## src/rtl/rect_copy_scheduler.sv

```systemverilog
// rtl/rect_copy_scheduler.sv - per-frame scheduler for the rectangle DMA copy into the GPU
//
// On each frame_start this block stalls the CPU and hands the data-memory read
// port to the rect copy DMA. It then issues one copy_start and tracks the
// RECT_COUNT x WORDS_PER_RECT word stream for the GPU. When the last word has
// gone out it hands the port back to the CPU and lets the CPU run again.
//
// Ports:
//   clk           system clock
//   reset         asynchronous active-low reset (0 = reset)
//   frame_start   single-cycle pulse at vblank start
//   cpu_halted    CPU is stalled at an instruction boundary
//   overrun_clr   clears the sticky overrun flag
//   cpu_halt_req  request CPU stall
//   copy_start    single-cycle start pulse to the DMA
//   mem_sel       1 = DMA owns the data-mem read port, 0 = CPU owns it
//   gpu_valid     current DMA output word is valid for the GPU
//   gpu_word_idx  word index within a packet, 0..5
//   gpu_rect_idx  rect index, 0..63
//   copy_busy     high in every state except IDLE
//   frame_done    single-cycle pulse when the copy is complete
//   overrun       sticky: frame_start arrived while not IDLE
//   halt_timeout  sticky watchdog flag (tied 0 without COPY_WATCHDOG_EN)
//
// Optional feature macro: COPY_WATCHDOG_EN
//   Bounds HALT_WAIT to HALT_TIMEOUT cycles. On expiry the request is dropped,
//   halt_timeout is set and the frame is abandoned.

module rect_copy_scheduler #(
    parameter int RECT_COUNT     = 64,
    parameter int WORDS_PER_RECT = 6,
    parameter int HALT_TIMEOUT   = 255
) (
    input  logic       clk,
    input  logic       reset,
    input  logic       frame_start,
    input  logic       cpu_halted,
    input  logic       overrun_clr,
    output logic       cpu_halt_req,
    output logic       copy_start,
    output logic       mem_sel,
    output logic       gpu_valid,
    output logic [2:0] gpu_word_idx,
    output logic [5:0] gpu_rect_idx,
    output logic       copy_busy,
    output logic       frame_done,
    output logic       overrun,
    output logic       halt_timeout
);

    localparam logic [2:0] LAST_WORD = 3'(WORDS_PER_RECT - 1);
    localparam logic [5:0] LAST_RECT = 6'(RECT_COUNT - 1);

    typedef enum logic [2:0] {
        S_IDLE,
        S_HALT_WAIT,
        S_START,
        S_COPY,
        S_RELEASE
    } state_t;

    state_t     r_state;
    state_t     w_next;
    logic [2:0] r_word;
    logic [5:0] r_rect;
    logic       r_overrun;
    logic       w_last;
    logic       w_wd_expire;

    assign w_last = (r_word == LAST_WORD) && (r_rect == LAST_RECT);

`ifdef COPY_WATCHDOG_EN
    localparam int WD_W = ($clog2(HALT_TIMEOUT + 1) > 8) ? $clog2(HALT_TIMEOUT + 1) : 8;

    logic [WD_W-1:0] r_wd_cnt;
    logic            r_halt_timeout;

    // The counter value equals the number of HALT_WAIT cycles already spent,
    // so expiry on value HALT_TIMEOUT-1 keeps the request up for exactly
    // HALT_TIMEOUT cycles. A halt seen on the final cycle still wins.
    assign w_wd_expire = (r_state == S_HALT_WAIT) && !cpu_halted &&
                         (r_wd_cnt == WD_W'(HALT_TIMEOUT - 1));

    always_ff @(posedge clk or negedge reset) begin
        if (!reset) begin
            r_wd_cnt       <= '0;
            r_halt_timeout <= 1'b0;
        end else begin
            if (r_state == S_HALT_WAIT) begin
                r_wd_cnt <= r_wd_cnt + 1'b1;
            end else begin
                r_wd_cnt <= '0;
            end
            if (w_wd_expire) begin
                r_halt_timeout <= 1'b1;
            end
        end
    end

    assign halt_timeout = r_halt_timeout;
`else
    logic [31:0] w_unused_halt_timeout;

    assign w_unused_halt_timeout = HALT_TIMEOUT;
    assign w_wd_expire           = 1'b0;
    assign halt_timeout          = 1'b0;
`endif

    always_ff @(posedge clk or negedge reset) begin
        if (!reset) begin
            r_state <= S_IDLE;
        end else begin
            r_state <= w_next;
        end
    end

    // Every output is decoded from the state and the counters only, so a
    // reset drops them all at once and no input reaches an output directly.
    always_comb begin
        w_next       = r_state;
        cpu_halt_req = 1'b0;
        copy_start   = 1'b0;
        mem_sel      = 1'b0;
        gpu_valid    = 1'b0;
        gpu_word_idx = 3'd0;
        gpu_rect_idx = 6'd0;
        frame_done   = 1'b0;
        case (r_state)
            S_IDLE: begin
                if (frame_start) begin
                    w_next = S_HALT_WAIT;
                end
            end
            S_HALT_WAIT: begin
                cpu_halt_req = 1'b1;
                if (cpu_halted) begin
                    w_next = S_START;
                end else if (w_wd_expire) begin
                    w_next = S_IDLE;
                end
            end
            S_START: begin
                cpu_halt_req = 1'b1;
                mem_sel      = 1'b1;
                copy_start   = 1'b1;
                w_next       = S_COPY;
            end
            S_COPY: begin
                cpu_halt_req = 1'b1;
                mem_sel      = 1'b1;
                gpu_valid    = 1'b1;
                gpu_word_idx = r_word;
                gpu_rect_idx = r_rect;
                if (w_last) begin
                    w_next = S_RELEASE;
                end
            end
            S_RELEASE: begin
                frame_done = 1'b1;
                w_next     = S_IDLE;
            end
            default: begin
                w_next = S_IDLE;
            end
        endcase
    end

    assign copy_busy = (r_state != S_IDLE);

    // Word/rect counters track the DMA word currently on the bus. They are
    // zeroed in START so the first COPY cycle presents word 0 of rect 0.
    always_ff @(posedge clk or negedge reset) begin
        if (!reset) begin
            r_word <= 3'd0;
            r_rect <= 6'd0;
        end else if (r_state == S_START) begin
            r_word <= 3'd0;
            r_rect <= 6'd0;
        end else if (r_state == S_COPY) begin
            if (r_word == LAST_WORD) begin
                r_word <= 3'd0;
                r_rect <= r_rect + 6'd1;
            end else begin
                r_word <= r_word + 3'd1;
            end
        end
    end

    // A frame event that arrives while a frame is in flight is dropped, not
    // queued; the flag records it. Setting takes priority over clearing.
    always_ff @(posedge clk or negedge reset) begin
        if (!reset) begin
            r_overrun <= 1'b0;
        end else if (frame_start && (r_state != S_IDLE)) begin
            r_overrun <= 1'b1;
        end else if (overrun_clr) begin
            r_overrun <= 1'b0;
        end
    end

    assign overrun = r_overrun;

endmodule

```

## config.mk

```make
export PLATFORM = sky130hd
export DESIGN_NAME = rect_copy_scheduler
export DESIGN_NICKNAME = d
export VERILOG_FILES = /design/src/rtl/rect_copy_scheduler.sv
export SDC_FILE = /design/constraint.sdc
export NUM_CORES = 1
export LEC_CHECK = 0
export ABC_CLOCK_PERIOD_IN_PS = 2100
export BUFFER_PORTS_ARGS = -buffer_cell sky130_fd_sc_hd__buf_2
export CAP_MARGIN = 5
export CORE_MARGIN = 3
export CORE_UTILIZATION = 54
export CTS_BUF_LIST = sky130_fd_sc_hd__clkbuf_16
export DETAILED_ROUTE_END_ITERATION = 8
export PLACE_DENSITY = 0.82
export SETUP_SLACK_MARGIN = 0.05
export SYNTH_ARGS = -nofsm -noshare
export SYNTH_HDL_FRONTEND = slang
export SYNTH_SLANG_ARGS = --single-unit
export TNS_END_PERCENT = 5
```

## constraint.sdc

```tcl
create_clock -name clk -period 2.1 [get_ports clk]
set_input_delay 0.105 -clock clk [delete_from_list [all_inputs] [get_ports clk]]
set_output_delay 0.105 -clock clk [all_outputs]
set_load 0.01 [all_outputs]
```

==> run_results.csv, run 1 <==
group,metric,value,unit
timing,grt_setup_unrepaired,"no",
clock_tree,clock_latency,0.24,ns
yosys,syn_inst,93,
timing,layout_setup_ws,0.463,ns
detailed_routing,totalWireLength,1980,microns
timing,slew_viol_final,0,
die,start_util,0.614,
place,dp_hpwl,1380,microns
cells_and_area,syn_to_final_growth,17.2,%
yosys,synth.top_cell.area_share,0.383,
detailed_routing,dr.pass1.iters,4,
die,die-area,2090,sq um
global_route,grt_pass1_wl,3260,microns
die,ios,22,
cells_and_area,antennaDiodeCount,0,
detailed_routing,drt_iter0_markers,37,
worst_setup_path,cp-start-kind,"flip-flop",
cells_and_area,final_util,0.720,
worst_setup_path,critPathKind,"flip-flop to output pin",
clock_tree,clockBufferDepth,2,
worst_setup_path,end_kind,"output pin",
detailed_routing,dr_wl_met2,967,microns
pwr,peakVddDrop,405,uV
detailed_routing,drc_errors,0,
run_status,status,"complete, no violations",
timing,setup_viol,0,
yosys,synth_area_leaders,"dfrtp_1 (38%), and3_1 (6.6%), nand2_1 (4.0%), mux2i_1 (3.5%), buf_6 (2.7%)",
yosys,seq_area_frac_synth,0.383,
detailed_routing,postRouteAntennaNets,0,
die,dieHeight,45.7,microns
die,die-width,45.7,microns
die,placementRows,13,
clock_tree,post_cts_buffers,0,
detailed_routing,wl_met3,157,microns
cells_and_area,drive_gt1_frac,0.275,
detailed_routing,wl_met1,809,microns
worst_setup_path,required,2.00,ns
clock_tree,cts_tree,"done",
cells_and_area,nets,116,
clock_tree,htree_levels,1,
worst_setup_path,worstPathArrival,1.53,ns
yosys,async_flop_share,1.00,
global_route,gr-total-overflow,0,
global_route,track_usage,0.217,
yosys,ys.flop_type,"dfrtp_1",
job,cap_violations,0,
place,globalplace.congestion,0.879,
yosys,syn-cell-area,850,sq um
min_path,hold_path.class,"primary input to flip-flop",
place,post-place-ws,0.601,ns
timing,slew_headroom,0.649,
timing,final.setup_skew,0.00198,ns
yosys,synth-seq-cells,13,
clock_tree,numClockSinks,13,
worst_setup_path,r2r-start,"r_state[2]",
clock_tree,cts-root-buf,"clkbuf_16",
yosys,avgSynthCellArea,9.14,sq um
timing,worst_pin_slew,0.527,ns
timing,hold_viol,0,
timing,holdWs,0.0459,ns
timing,tns,0,ns
timing,period_share,0.779,
die,core_region_area,1380,sq um
min_path,holdCritStartpoint,"overrun_clr",
global_route,antenna_found_initial,0,
timing,fmax,611,MHz
yosys,yosysTopAreaCell,"dfrtp_1",
clock_tree,clkTransAtPathRegs,0.05,ns
global_route,grt_max_degree,19,
pwr,power.density,631,nW/um^2
clock_tree,cts_buffers,3,
yosys,synth_cell_types,39,
clock_tree,hold_buffers,1,
worst_setup_path,critPathLaunch,"r_state[2]",
yosys,synth-edff-count,0,
timing,min_period,1.64,ns
cells_and_area,layout_commonest_cell,"buf_2",
yosys,synth_nets,99,
pwr,leakagePower,0.520,nW
cells_and_area,final_cell_mix,"buf_2 (20), dfrtp_1 (13), and3_1 (9), nand2_1 (9)",
detailed_routing,num_vias,774,
clock_tree,post_cts_resized,0,
detailed_routing,routedWlPerCell,16.0,microns
global_route,grt_pass1_vias,700,
detailed_routing,top_layer_used,"met4",
yosys,yosys_warnings,0,
worst_setup_path,cp_max_fo,11,
place,port_buffers,20,
detailed_routing,avgViaCountPerCell,6.24,
logic make-up (layout without fill, tap and decap cells):
logic type,after synthesis,in the layout,share of synthesized area
compound gates,15,15,0.124
fa+ha+maj,1,1,0.0147
simple gates,45,45,0.328
mux,4,4,0.0486
buf+inv,14,30,0.0972
flops,13,13,0.383
other cells,1,1,0.00441
synth_stat cells, types with 2 or more instances:
master,number
inv_1,4
nor3b_1,2
nor3_1,2
and3_1,9
buf_4,2
o311ai_1,2
and3b_1,2
o21ai_0,3
buf_2,4
dfrtp_1,13
nor2_1,5
buf_6,2
mux2i_1,3
nand2_1,9
or3_1,2
nand4_1,2
nand2b_1,2
o21ai_1,3
a211oi_1,2
critical path, cell delays in order, from the launching register on:
cell and delay (ns):
dfrtp_1 0.48, nand2b_4 0.24, inv_1 0.24, and3_1 0.20
buf_2 0.13
cell type report:
| cell class | count | area [sq um] |
|---|---|---|
| clock inverter | 1 | 3.75 |
| clock buffer | 3 | 75.1 |
| multi-input combinational | 66 | 442 |
| inverter | 5 | 21.3 |
| sequential | 13 | 325 |
| timing repair buffer | 21 | 110 |
| tap | 15 | 18.8 |
| fill | 99 | 387 |
routing by layer:
layer	track usage	vias up
li1	-	363
met1	0.281	358
met2	0.337	44
met3	0.0553	9
met4	0.0994	0
met5	0	-
path summary, 6_finish.rpt:
kind / slack, ns / endpoint / cells past startpoint
min in group asynchronous: 0.28 / r_rect[5] / 2
hold / removal: 0.05 / overrun / 2
max in group asynchronous: 1.59 / r_word[0] / 2
setup reg to reg: 0.59 / r_rect[5] / 4
setup / recovery: 0.46 / gpu_rect_idx[1] / 4
hold reg to reg: 0.51 / overrun / 2
power by group:
| part | switching, mW | leakage [nW] | internal, mW |
|---|---|---|---|
| clock network | 0.108 | 0.0423 | 0.251 |
| logic | 0.00987 | 0.314 | 0.00593 |
| registers | 0.000514 | 0.163 | 0.252 |
state kept, by name, indices dropped and copies added, names as in the netlist:
| register | cells |
|---|---|
| overrun | 1 |
| r_rect | 6 |
| r_state | 3 |
| r_word | 3 |
metrics by stage:
stage                     instances  power (mW)  instance area, sq um
after floorplan                  93       0.262                   850
after global placement          119       0.271                   907
after detailed placement        119       0.271                   907
after CTS                       124       0.629                   996
after global routing            124       0.644                   996
final                           124       0.628                   996
Power figures use the tool's default switching activity.
==> inputs of run 2 (changes only) <==
- ABC_CLOCK_PERIOD_IN_PS: 2100 -> 1600
- CORE_UTILIZATION: 54 -> 51
- PLACE_DENSITY: 0.82 -> 0.78
- clock period: 2.1 -> 1.6 ns (I/O delays scaled with it)
==> run 2 against run 1 <==
Net effect:
- clock-buffer cell count did not move
- utilization fell by 5.2 points
- worst setup slack got worse by 0.34 ns
- global-route usage fell by 1.2 points
- sequential cell count did not move
- register-to-register slack got worse by 0.41 ns
- clock power rose by 29%
- via count fell by 3.5%
==> run_results.csv, run 2 (same netlist as run 1, synthesis figures left out) <==
group,metric,value,unit
run_status,status,"complete, no violations",
worst_setup_path,cp_max_fo,9,
die,die-area,2190,sq um
timing,grt_setup_unrepaired,"no",
timing,period_share,0.922,
cells_and_area,design_area,1030,sq um
die,die-width,46.8,microns
cells_and_area,largest_reg_flops,6,
cells_and_area,fillers,129,
global_route,grt_util_met1,0.280,
pwr,peakVddDrop,700,uV
timing,min_period,1.47,ns
detailed_routing,routedWlPerCell,15.0,microns
worst_setup_path,path_cells,"nand2b_4, inv_2, buf_4, and3_1, buf_2",
cells_and_area,antennaDiodeCount,0,
clock_tree,numClockSinks,13,
timing,holdWs,0.0149,ns
detailed_routing,num_vias,747,
place,placed_cell_area,923,sq um
die,dieHeight,46.8,microns
detailed_routing,dr.pass1.iters,4,
cells_and_area,nets,120,
worst_setup_path,critPathKind,"flip-flop to output pin",
timing,hold_viol,0,
cells_and_area,multi_input_area,442,sq um
cells_and_area,final_cell_mix,"buf_2 (20), dfrtp_1 (11), and3_1 (9), nand2_1 (9), nor2_1 (5)",
worst_setup_path,cp_slowest_cell,"dfrtp_2",
clock_tree,htree_levels,1,
min_path,min_path_cells,2,
detailed_routing,postRouteAntennaNets,0,
global_route,antenna_found_initial,0,
die,start_util,0.551,
cells_and_area,largestRegisters,"r_rect: 6 flops, r_state: 3 flops, r_word: 3 flops",
global_route,grt_pass1_wl,3110,microns
cells_and_area,regArea,328,sq um
global_route,grt_max_degree,14,
pwr,leakagePower,0.537,nW
worst_setup_path,worstPathArrival,1.39,ns
worst_setup_path,r2r_cells,4,
worst_setup_path,end_kind,"output pin",
clock_tree,cts_buffers,3,
place,dp_hpwl,1320,microns
job,cap_violations,0,
worst_setup_path,critPathMaxStageDelay,0.45,ns
cells_and_area,top_register,"r_rect",
min_path,holdPathEnd,"overrun",
detailed_routing,avgViaCountPerCell,5.79,
global_route,grt_pass1_vias,647,
timing,setup_viol,0,
worst_setup_path,crit_buf_inv,3,
die,core_region_area,1540,sq um
die,placementRows,14,
global_route,grt.met2_usage,0.290,
cells_and_area,layout_commonest_cell,"buf_2",
timing,fmax,678,MHz
worst_setup_path,cp-start-kind,"flip-flop",
clock_tree,clock_latency,0.24,ns
min_path,holdCritStartpoint,"overrun_clr",
worst_setup_path,r2r_slack,0.18,ns
clock_tree,clkTransAtPathRegs,0.04,ns
cells_and_area,drive_gt1_frac,0.327,
clock_tree,clockBufferDepth,2,
worst_setup_path,r2r-start,"r_state[2]",
timing,final.setup_skew,0.00307,ns
timing,tns,0,ns
place,globalplace.congestion,0.797,
global_route,track_usage,0.205,
place,port_buffers,20,
worst_setup_path,cp_num_cells,5,
die,ios,22,
global_route,gr-total-overflow,0,
detailed_routing,drc_errors,0,
global_route,met3_usage,0.0690,
worst_setup_path,crit_family,"flip-flops",
cells_and_area,final_util,0.668,
timing,slew_viol_final,0,
worst_setup_path,required,1.52,ns
min_path,hold_path.class,"primary input to flip-flop",
detailed_routing,drt_iter0_markers,20,
clock_tree,cts_tree,"done",
global_route,grt_busiest_layer,"met2",
cells_and_area,syn_to_final_growth,21.2,%
clock_tree,cts-root-buf,"clkbuf_16",
pwr,power.density,793,nW/um^2
detailed_routing,totalWireLength,1940,microns
worst_setup_path,reg2reg_to,"r_rect[4]",
==> run 2: cell count changes in the layout (fill, tap and decap cells not counted), sizes merged <==
cell,change
buf,+4
==> run 2: timing repair <==
| action | CTS | global route |
|---|---|---|
| hold endpoints to repair | 13 | 0 |
| buffers inserted | 0 | 2 |
| gates resized for setup | 3 | 0 |
| hold buffers | 1 | 0 |
| endpoints found under the setup margin | 6 | 6 |
==> run 2: worst reg2reg max path, stage by stage, from the launching register on <==
cell and delay (ns):
dfrtp_2 0.45, nand2b_4 0.19, buf_4 0.17, or3_1 0.30, o311ai_1 0.22
==> run 2: how the worst max path moves through the flow <==
stage	startpoint	to	slack, ns
finish	r_state[2]	gpu_word_idx[1]	0.13
global route	r_state[2]	gpu_word_idx[1]	0.06
CTS	r_state[2]	gpu_word_idx[1]	0.05
detailed placement	r_state[1]	r_rect[5]	0.18
global placement	r_state[2]	gpu_rect_idx[2]	0.21
floorplan	r_word[1]	r_rect[5]	0.35
==> run 2: report_power, final <==
| part | total [mW] | internal [mW] | leakage (nW) | switching, mW |
|---|---|---|---|---|
| Combinational | 0.0205 | 0.00776 | 0.334 | 0.0127 |
| Sequential | 0.332 | 0.332 | 0.161 | 0.000720 |
| Clock | 0.464 | 0.329 | 0.0423 | 0.135 |
| Total | 0.816 | 0.668 | 0.537 | 0.148 |
==> run 2: area by class of cell <==
| type | instances | area share |
|---|---|---|
| multi-input combinational | 66 | 0.429 |
| sequential | 13 | 0.318 |
| timing repair buffer | 25 | 0.136 |
| clock buffer | 3 | 0.0729 |
| inverter | 5 | 0.0207 |
| tap | 16 | 0.0194 |
| clock inverter | 1 | 0.00365 |
==> run 2: per-stage QoR <==
stage	setup slack [ns]	power, mW	instances
finish	0.125	0.816	129
global route	0.0577	0.844	129
CTS	0.0513	0.824	127
detailed placement	0.183	0.356	122
global placement	0.206	0.356	122
floorplan	0.353	0.344	93
==> run 2: metal layers <==
layer  vias up  wire (microns)
met5         -               0
met1       350             848
li1        369               -
met2        26             940
met4         0              19
met3         2             128
